## config.mk

```make
export PLATFORM = sky130hd
export DESIGN_NAME = change_dispenser
export DESIGN_NICKNAME = d
export VERILOG_FILES = /design/src/rtl/change_dispenser_pkg.sv /design/src/rtl/change_dispenser_note_inventory.sv /design/src/rtl/change_dispenser.sv
export SDC_FILE = /design/constraint.sdc
export NUM_CORES = 1
export LEC_CHECK = 0
export ABC_CLOCK_PERIOD_IN_PS = 21200
export CORE_MARGIN = 2
export CORE_UTILIZATION = 50
export CTS_BUF_LIST = sky130_fd_sc_hd__clkbuf_4 sky130_fd_sc_hd__clkbuf_8
export DETAILED_ROUTE_END_ITERATION = 10
export HOLD_SLACK_MARGIN = 0.02
export PLACE_DENSITY_LB_ADDON = 0.08
export SYNTH_ARGS = -nofsm -noshare
export SYNTH_HDL_FRONTEND = slang
export SYNTH_HIERARCHICAL = 1
export SYNTH_SLANG_ARGS = --single-unit
export TNS_END_PERCENT = 20
```

## constraint.sdc

```tcl
create_clock -name clk -period 21.2 [get_ports clk]
set_input_delay 4.24 -clock clk [delete_from_list [all_inputs] [get_ports clk]]
set_output_delay 4.24 -clock clk [all_outputs]
set_load 0.05 [all_outputs]
```

## src/rtl/change_dispenser_pkg.sv

```systemverilog
// Shared note-denomination definitions for the change dispenser and the vending controller.
// The value table is ordered from largest to smallest note; the index order matches refill_sel and eject.
package change_dispenser_pkg;

  localparam int NUM_DENOM = 5;
  localparam int IDX_W     = 3;

  localparam logic [IDX_W-1:0] D_100 = 3'd0;
  localparam logic [IDX_W-1:0] D_50  = 3'd1;
  localparam logic [IDX_W-1:0] D_20  = 3'd2;
  localparam logic [IDX_W-1:0] D_10  = 3'd3;
  localparam logic [IDX_W-1:0] D_5   = 3'd4;

  localparam int unsigned DENOM_VALUE [NUM_DENOM] = '{100, 50, 20, 10, 5};

  typedef logic [2:0] state_t;
  localparam state_t ST_IDLE     = 3'd0;
  localparam state_t ST_PLAN     = 3'd1;
  localparam state_t ST_EJECT    = 3'd2;
  localparam state_t ST_WAIT_ACK = 3'd3;
  localparam state_t ST_DONE     = 3'd4;

  function automatic int unsigned denom_value(input logic [IDX_W-1:0] idx);
    case (idx)
      D_100:   denom_value = 100;
      D_50:    denom_value = 50;
      D_20:    denom_value = 20;
      D_10:    denom_value = 10;
      D_5:     denom_value = 5;
      default: denom_value = 0;
    endcase
  endfunction

endpackage

```

## src/rtl/change_dispenser_note_inventory.sv

```systemverilog
// Per-denomination note counters: saturating refill, and decrement that stops at zero.
module note_inventory
  import change_dispenser_pkg::*;
#(
  parameter int CNT_W = 8
) (
  input  logic                                 clk,
  input  logic                                 rst,
  input  logic                                 refill_valid,
  input  logic [IDX_W-1:0]                     refill_sel,
  input  logic [CNT_W-1:0]                     refill_count,
  input  logic                                 dec_valid,
  input  logic [IDX_W-1:0]                     dec_sel,
  output logic [NUM_DENOM-1:0][CNT_W-1:0]      inv
);

  generate
    for (genvar gi = 0; gi < NUM_DENOM; gi++) begin : g_cnt
      logic [CNT_W-1:0] cnt_reg;
      logic [CNT_W:0]   sum;

      // Extra carry bit tells us when the refill would wrap.
      assign sum     = {1'b0, cnt_reg} + {1'b0, refill_count};
      assign inv[gi] = cnt_reg;

      always_ff @(posedge clk or negedge rst) begin
        if (!rst) begin
          cnt_reg <= '0;
        end else if (refill_valid && refill_sel == IDX_W'(gi)) begin
          cnt_reg <= sum[CNT_W] ? '1 : sum[CNT_W-1:0];
        end else if (dec_valid && dec_sel == IDX_W'(gi) && cnt_reg != '0) begin
          cnt_reg <= cnt_reg - 1'b1;
        end
      end
    end
  endgenerate

endmodule

```

## src/rtl/change_dispenser.sv

```systemverilog
// Change payout engine: plans a greedy note breakdown against inventory, then ejects notes
// one at a time with per-note acknowledge and timeout, reporting paid amount and shortfall.
module change_dispenser
  import change_dispenser_pkg::*;
#(
  parameter int AMOUNT_W    = 10,
  parameter int CNT_W       = 8,
  parameter int ACK_TIMEOUT = 15
) (
  input  logic                  clk,
  input  logic                  rst,
  input  logic                  req_valid,
  input  logic [AMOUNT_W-1:0]   req_amount,
  output logic                  req_ready,
  input  logic                  refill_valid,
  input  logic [IDX_W-1:0]      refill_sel,
  input  logic [CNT_W-1:0]      refill_count,
  output logic [NUM_DENOM-1:0]  eject,
  input  logic                  eject_ack,
  output logic                  busy,
  output logic                  done,
  output logic [AMOUNT_W-1:0]   paid_out,
  output logic [AMOUNT_W-1:0]   shortfall,
  output logic                  fault
);

  localparam int TMR_W = $clog2(ACK_TIMEOUT + 1);

  state_t                          state_reg;
  logic [IDX_W-1:0]                d_reg;
  logic [AMOUNT_W-1:0]             amount_reg;
  logic [AMOUNT_W-1:0]             remaining_reg;
  logic [AMOUNT_W-1:0]             paid_reg;
  logic [AMOUNT_W-1:0]             short_reg;
  logic                            fault_reg;
  logic [TMR_W-1:0]                timer_reg;
  logic [NUM_DENOM-1:0][CNT_W-1:0] plan_reg;
  logic [NUM_DENOM-1:0][CNT_W-1:0] inv;

  logic [AMOUNT_W-1:0]             quot [NUM_DENOM];
  logic [CNT_W-1:0]                plan_next;
  logic [AMOUNT_W-1:0]             deduct;
  logic [AMOUNT_W-1:0]             cur_value;
  logic [CNT_W-1:0]                cur_plan;
  logic                            last_d;
  logic                            timed_out;
  logic                            ack_take;
  logic                            refill_take;

  // Constant divisors per denomination; the active one is muxed by d_reg.
  generate
    for (genvar gi = 0; gi < NUM_DENOM; gi++) begin : g_quot
      assign quot[gi] = remaining_reg / AMOUNT_W'(DENOM_VALUE[gi]);
    end
  endgenerate

  always_comb begin
    plan_next = inv[d_reg];
    if ({{CNT_W{1'b0}}, quot[d_reg]} < {{AMOUNT_W{1'b0}}, inv[d_reg]}) begin
      plan_next = CNT_W'(quot[d_reg]);
    end
  end

  assign cur_value   = AMOUNT_W'(denom_value(d_reg));
  assign deduct      = AMOUNT_W'(32'(plan_next) * 32'(cur_value));
  assign cur_plan    = plan_reg[d_reg];
  assign last_d      = (d_reg == D_5);
  assign timed_out   = (timer_reg == TMR_W'(ACK_TIMEOUT));
  assign ack_take    = (state_reg == ST_WAIT_ACK) && eject_ack && !timed_out;
  assign refill_take = (state_reg == ST_IDLE) && refill_valid;

  note_inventory #(.CNT_W(CNT_W)) u_inv (
    .clk          (clk),
    .rst          (rst),
    .refill_valid (refill_take),
    .refill_sel   (refill_sel),
    .refill_count (refill_count),
    .dec_valid    (ack_take),
    .dec_sel      (d_reg),
    .inv          (inv)
  );

  always_ff @(posedge clk or negedge rst) begin
    if (!rst) begin
      state_reg     <= ST_IDLE;
      d_reg         <= '0;
      amount_reg    <= '0;
      remaining_reg <= '0;
      paid_reg      <= '0;
      short_reg     <= '0;
      fault_reg     <= 1'b0;
      timer_reg     <= '0;
      plan_reg      <= '0;
    end else begin
      case (state_reg)
        ST_IDLE: begin
          if (req_valid) begin
            amount_reg    <= req_amount;
            remaining_reg <= req_amount;
            paid_reg      <= '0;
            short_reg     <= '0;
            d_reg         <= '0;
            state_reg     <= ST_PLAN;
          end
        end
        ST_PLAN: begin
          plan_reg[d_reg] <= plan_next;
          remaining_reg   <= remaining_reg - deduct;
          if (last_d) begin
            d_reg     <= '0;
            state_reg <= ST_EJECT;
          end else begin
            d_reg <= d_reg + 1'b1;
          end
        end
        ST_EJECT: begin
          if (cur_plan != '0) begin
            timer_reg <= '0;
            state_reg <= ST_WAIT_ACK;
          end else if (last_d) begin
            short_reg <= amount_reg - paid_reg;
            state_reg <= ST_DONE;
          end else begin
            d_reg <= d_reg + 1'b1;
          end
        end
        ST_WAIT_ACK: begin
          // Timeout wins over a late ack on the same cycle; unpaid plan is abandoned.
          if (timed_out) begin
            fault_reg <= 1'b1;
            short_reg <= amount_reg - paid_reg;
            state_reg <= ST_DONE;
          end else if (eject_ack) begin
            plan_reg[d_reg] <= cur_plan - 1'b1;
            paid_reg        <= paid_reg + cur_value;
            state_reg       <= ST_EJECT;
          end else begin
            timer_reg <= timer_reg + 1'b1;
          end
        end
        ST_DONE: state_reg <= ST_IDLE;
        default: state_reg <= ST_IDLE;
      endcase
    end
  end

  assign req_ready = (state_reg == ST_IDLE);
  assign busy      = (state_reg != ST_IDLE);
  assign done      = (state_reg == ST_DONE);
  assign eject     = (state_reg == ST_EJECT && cur_plan != '0) ?
                     (NUM_DENOM'(1) << d_reg) : '0;
  assign paid_out  = paid_reg;
  assign shortfall = short_reg;
  assign fault     = fault_reg;

endmodule
```

======== Yosys cells after proc, flatten, opt, wreduce, memory -nomap -nowiden ========
Index checks and enable logic that the tools add are counted.
operators by class
  reduce and logical (&&, ||, !) cells .... 51
  shift-type cells ........................ 1
  $lt $le $gt $ge ......................... 4
  divide/modulo/power cells ............... 5
  add/sub/neg operators ................... 16
  eq/ne operators ......................... 25
  multiplexer cells ....................... 58
  multipliers ............................. 1
  bitwise operators ....................... 1
operator list
  cell                   count
  $mux W8                19
  $mux W10               9
  $bwmux W40             2
  $mux W40               2
  $pmux W40 S2           1
  $bmux W8 S3            2
  $reduce_bool A8 Y1     6
  $sub A8 B1 Y8 const B  6
  $add A8 B8 Y9          5
  $pmux W10 S2           2
  $pmux W7 S5            1
  $bmux W10 S3           1
  $mux W3                10
  $pmux W10 S3           1
  $demux W8 S3           1
  $logic_and A1 B1 Y1    20
  $sub A10 B10 Y10       2
  $eq A3 B2 Y1 const B   6
  $ne A2 B2 Y1 const B   9
  $reduce_bool A2 Y1     9
  $reduce_and A4 Y1      4
  $mux W4                3
  $pmux W3 S4            1
  $add A10 B10 Y10       1
  29 further kinds       39
storage, ports and cells
  flip-flop bits (word level) ............. 131
  input bits .............................. 26
  output and inout bits ................... 29

======== Longest topological paths before layout ========
  depth in word-level cells ............... 9
  mapped depth ............................ 47
  gate-level depth less buffers ........... 42

======== Cells and area by module ========
The synthesis kept the hierarchy.
modules (own cells, without submodules)
  module            area each (µm²)  times used  cells an instance  seq. area each (µm²)
  change_dispenser  9,345.2          1           1,106              2,277.2
  note_inventory    4,105.2          1           481                1,001.0

======== Least setup slack after synthesis ========
OpenSTA, ideal clock, no wires.
  kind .................................... register to register
  from .................................... reg remaining_reg[4]
  to ...................................... reg remaining_reg[9]
  slack ................................... 12.591 ns
  setup time .............................. 0.070 ns
  arrival time ............................ 8.538 ns
  cell stages (with the launch flop) ...... 45
  period minus slack after synthesis ...... 8.609 ns
  buffers on the path ..................... 4
  cells stage by stage .................... dfrtp_1 -> buf_6 -> buf_6 -> nor2_1 -> a21oi_1 -> a32o_1 -> buf_6 -> a21oi_1 -> o21ai_0 -> a211oi_1 -> ha_1 -> o31ai_1 -> a22oi_2 -> o221ai_2 -> o21ai_0 -> o21ai_0 -> a22oi_1 -> inv_1 -> [9 not listed] -> fa_1 -> fa_1 -> inv_1 -> fa_1 -> inv_1 -> fa_1 -> inv_1 -> ha_1 -> inv_1 -> o21bai_1 -> a21oi_1 -> o21bai_1 -> a21oi_1 -> xnor2_1 -> a211o_1 -> a21o_1 -> a21oi_1 -> nand3b_1
on the way
  word-level cells in the longest chain between the ends .. 9
  elaborated cells between the ends (all ways) .. 13
  classes of those cells .................. 1 x add/sub; 1 x mul; 5 x div; 1 x order compare; 5 x mux
RTL lines
  item                                          line                                            RTL
  start: declaration                            change_dispenser.sv:32                          logic [AMOUNT_W-1:0] remaining_reg;
  start signal: assignment                      change_dispenser.sv:99                          remaining_reg <= req_amount;
  start signal: assignment                      change_dispenser.sv:108                         remaining_reg <= remaining_reg - deduct;
  $div A10 B3 Y10 (tied with other cells)       change_dispenser.sv:53                          assign quot[gi] = remaining_reg / AMOUNT_W'(DENOM_VALUE[gi]);
  $bmux W10 S3                                  change_dispenser.sv:59, change_dispenser.sv:60
  $mux W10 (implied by the code) (2 in series)  change_dispenser.sv:60                          plan_next = CNT_W'(quot[d_reg]);
  $lt A10 B8 Y1                                 change_dispenser.sv:59                          if ({{CNT_W{1'b0}}, quot[d_reg]} < {{AMOUNT_W{1'b0}}, inv[d_reg]}) begin
  $mux W8                                       change_dispenser.sv:59
  $mul A8 B10 Y10                               change_dispenser.sv:65                          assign deduct = AMOUNT_W'(32'(plan_next) * 32'(cur_value));
  $sub A10 B10 Y10 *                            change_dispenser.sv:108
  $pmux W10 S2 *                                change_dispenser.sv:95                          case (state_reg)
Every way passes the cells marked *; elsewhere a longest branch is shown, timed or not. The select of a mux whose other input is x is not followed.
A chain may end at the register's enable or synchronous reset.

======== Worst setup path in the final report ========
  from .................................... reg remaining_reg[6]
  to ...................................... reg remaining_reg[9]
The elaborated chain is that of the path after synthesis.

==> flow_summary_export.csv <==
group,metric,value,unit
status,outcome,"finished clean",
clock_network,hold_buffers,0,
routing,final_antenna_net_count,0,
grt,grt_pass1_wl,63.38,mm
sta,fin_crit_sh,48.46,%
yosys,synthTopCellsByArea,"dfrtp_1, ha_1, fa_1",
routing,totalWireLength,38.34,mm
place,gp_congestion,0.8753,
clock_network,htree_levels,4,
worst_setup_path,cp.required,21.60,ns
clock_network,cts_root_buffer,"clkbuf_8",
floorplan,die_area,0.02823,mm²
yosys,synth_most_common_cell,"nand2_1",
worst_setup_path,timing.critical_path.buf_inv,5,
floorplan,die_y,168.0,µm
worst_setup_path,crit_arrival,10.67,ns
sta,max_freq,0.09734,GHz
layout,flow.area_growth_from_synthesis,8.177,%
clock_network,numCtsBuffers,17,
yosys,synth-edff-count,0,
sta,whs,0.4846,ns
grt,antenna_found_initial,0,
yosys,synthDistinctLibCells,107,
grt,grt_pass1_vias,11890,
routing,wl_per_cell,19.52,µm
clock_network,cts_tree,"yes",
worst_setup_path,path_class,"reg -> reg",
yosys,async_flop_share,100.0,%
floorplan,ios,55,
yosys,yosysTopAreaCell,"dfrtp_1",
worst_setup_path,critPathTopFamily,"compound AO/OA/AOI/OAI gates",
layout,antenna_cells,0,
place,dp_hpwl,28.37,mm
worst_hold_path,hold_class,"reg -> reg",
clock_network,cts_sinks,131,
sta,max-slew-margin-rel,30.92,%
worst_setup_path,path_max_fanout,33,
layout,final_cells,1964,
sta,slew_violations,0,
sta,layout_min_cycle_time,10.27,ns
yosys,ys.flop_type,"dfrtp_1",
grt,overflow,0,
floorplan,rows,60,
worst_setup_path,slowest_stage,"dfrtp_1",
yosys,yosysTopAreaCellShare,24.37,%
sta,fin_setup_tns,0,ns
place,dp.cells,1932,
routing,via_per_inst,6.156,
clock_network,cts_buffer_depth,2,
worst_setup_path,end_kind,"flop",
floorplan,coreArea,0.02665,mm²
flow_run,drv_cap,0,
routing,dr.pass1.iters,6,
place,port_buffers,54,
routing,num_vias,12090,
sta,worst_pin_slew,1.036,ns
floorplan,dieWidth,168.0,µm
yosys,synthCells,1587,
clock_network,cts_resized,0,
layout,nFillCells,2462,
yosys,yosysSeqAreaShare,24.37,%
layout,fin_nets,1774,
yosys,netlist_area,0.01345,mm²
grt,grt_max_degree,69,
clock_network,clk_latency,0.47,ns
floorplan,start_util,50.47,%
worst_setup_path,critPathMaxStageDelay,1.03,ns
yosys,avgSynthCellArea,8.475,µm²
sta,rsz0062_at_grt,"no",
yosys,yosys_warnings,6,
grt,grt_util_all_layers,27.87,%
sta,setup_viol,0,
clock_network,clkTransAtPathRegs,0.10,ns
routing,drc,0,
layout,drive_gt1_share,9.365,%
worst_setup_path,cp-start-kind,"flop",
yosys,syn_nets,1751,
sta,finClkSkew,0.02429,ns
yosys,synth-seq-cells,131,
sta,hold_viol,0,
worst_setup_path,critPathMostFrequentCell,"o21ai_0",
yosys,synth_commonest_cells,"nand2_1, nor2_1, dfrtp_1",
routing,drt_iter0_markers,1016,
clock_network,cts_setup_buffers,0,
## placed cells by master, fill, tap and decap left out, types with 32 or more instances in the layout
cell type | netlist | layout
dfrtp_1 | 131 | 130
nand3_1 | 40 | 40
a22oi_1 | 36 | 36
fa_1 | 36 | 36
clkdlybuf4s50_1 | 0 | 53
mux2_2 | 42 | 42
nor3_1 | 34 | 34
a21oi_1 | 100 | 100
nand2_1 | 160 | 160
ha_1 | 102 | 102
nor2_1 | 151 | 151
inv_1 | 106 | 106
xnor2_1 | 50 | 50
o21ai_0 | 91 | 91
xor2_1 | 32 | 32
## final cells by class
class | instances | area (µm²) | area share, %
flip-flops and latches | 131 | 3279 | 22.54
clock buffers | 17 | 234.0 | 1.608
repair buffers | 70 | 661.9 | 4.549
multi-input cells | 1280 | 9394 | 64.56
clock inverters | 15 | 141.4 | 0.9717
inverters | 110 | 412.9 | 2.838
well taps | 341 | 426.7 | 2.932
## per-layer routing
| layer | global-route usage [%] | share of wire, % | up-vias |
|---|---|---|---|
| li1 | - | - | 5805 |
| met3 | 3.761 | 5.1 | 45 |
| met2 | 47.00 | 47 | 349 |
| met1 | 37.97 | 46 | 5892 |
| met4 | 6.957 | 1.8 | 0 |
| met5 | 0 | 0 | - |
## tightest hold or removal path, stage by stage, from the launching register on
cell and delay, ns:
dfrtp_1 0.35, nand2_1 0.05, o21ai_0 0.06
## path summary, 6_finish.rpt
kind | slack, ns | endpoint | cells after the start | startpoint
max | 10.93 | remaining_reg[9]$_DFFE_PN0P_ | 41 | remaining_reg[6]$_DFFE_PN0P_
min | 0.48 | plan_reg[33]$_DFFE_PN0P_ | 2 | plan_reg[33]$_DFFE_PN0P_
max reg2reg | 10.93 | remaining_reg[9]$_DFFE_PN0P_ | 41 | remaining_reg[6]$_DFFE_PN0P_
min reg2reg | 0.48 | plan_reg[33]$_DFFE_PN0P_ | 2 | plan_reg[33]$_DFFE_PN0P_
max in group asynchronous | 16.06 | d_reg[0]$_DFFE_PN0P_ | 2 | rst
min in group asynchronous | 3.76 | shortfall[8]$_DFFE_PN0P_ | 1 | rst
## cell families (layout without fill, tap and decap cells)
logic type / Yosys count / count (layout) / synth area share, %
XOR/XNOR: 82 / 82 / 5.340
multiplexers: 71 / 71 / 6.512
AO/OA/AOI/OAI: 455 / 455 / 23.50
flip-flops: 131 / 131 / 24.37
AND/OR/NAND/NOR: 533 / 533 / 19.57
adder cells (fa/ha/maj): 139 / 139 / 14.92
buffers and inverters: 176 / 212 / 5.786
## metrics by stage
step	setup slack [ns]	instance area, µm²	util, %
detailed placement	11.03	14170	53.19
global placement	11.29	14170	53.19
floorplan	12.59	13450	-
CTS	11.03	14550	54.60
global route	9.959	14550	54.60
finish	10.93	14550	54.60
Power is left out: the tool's default activity adds up to more than one toggle a clock period on the data nets, which glitch-free logic cannot reach.
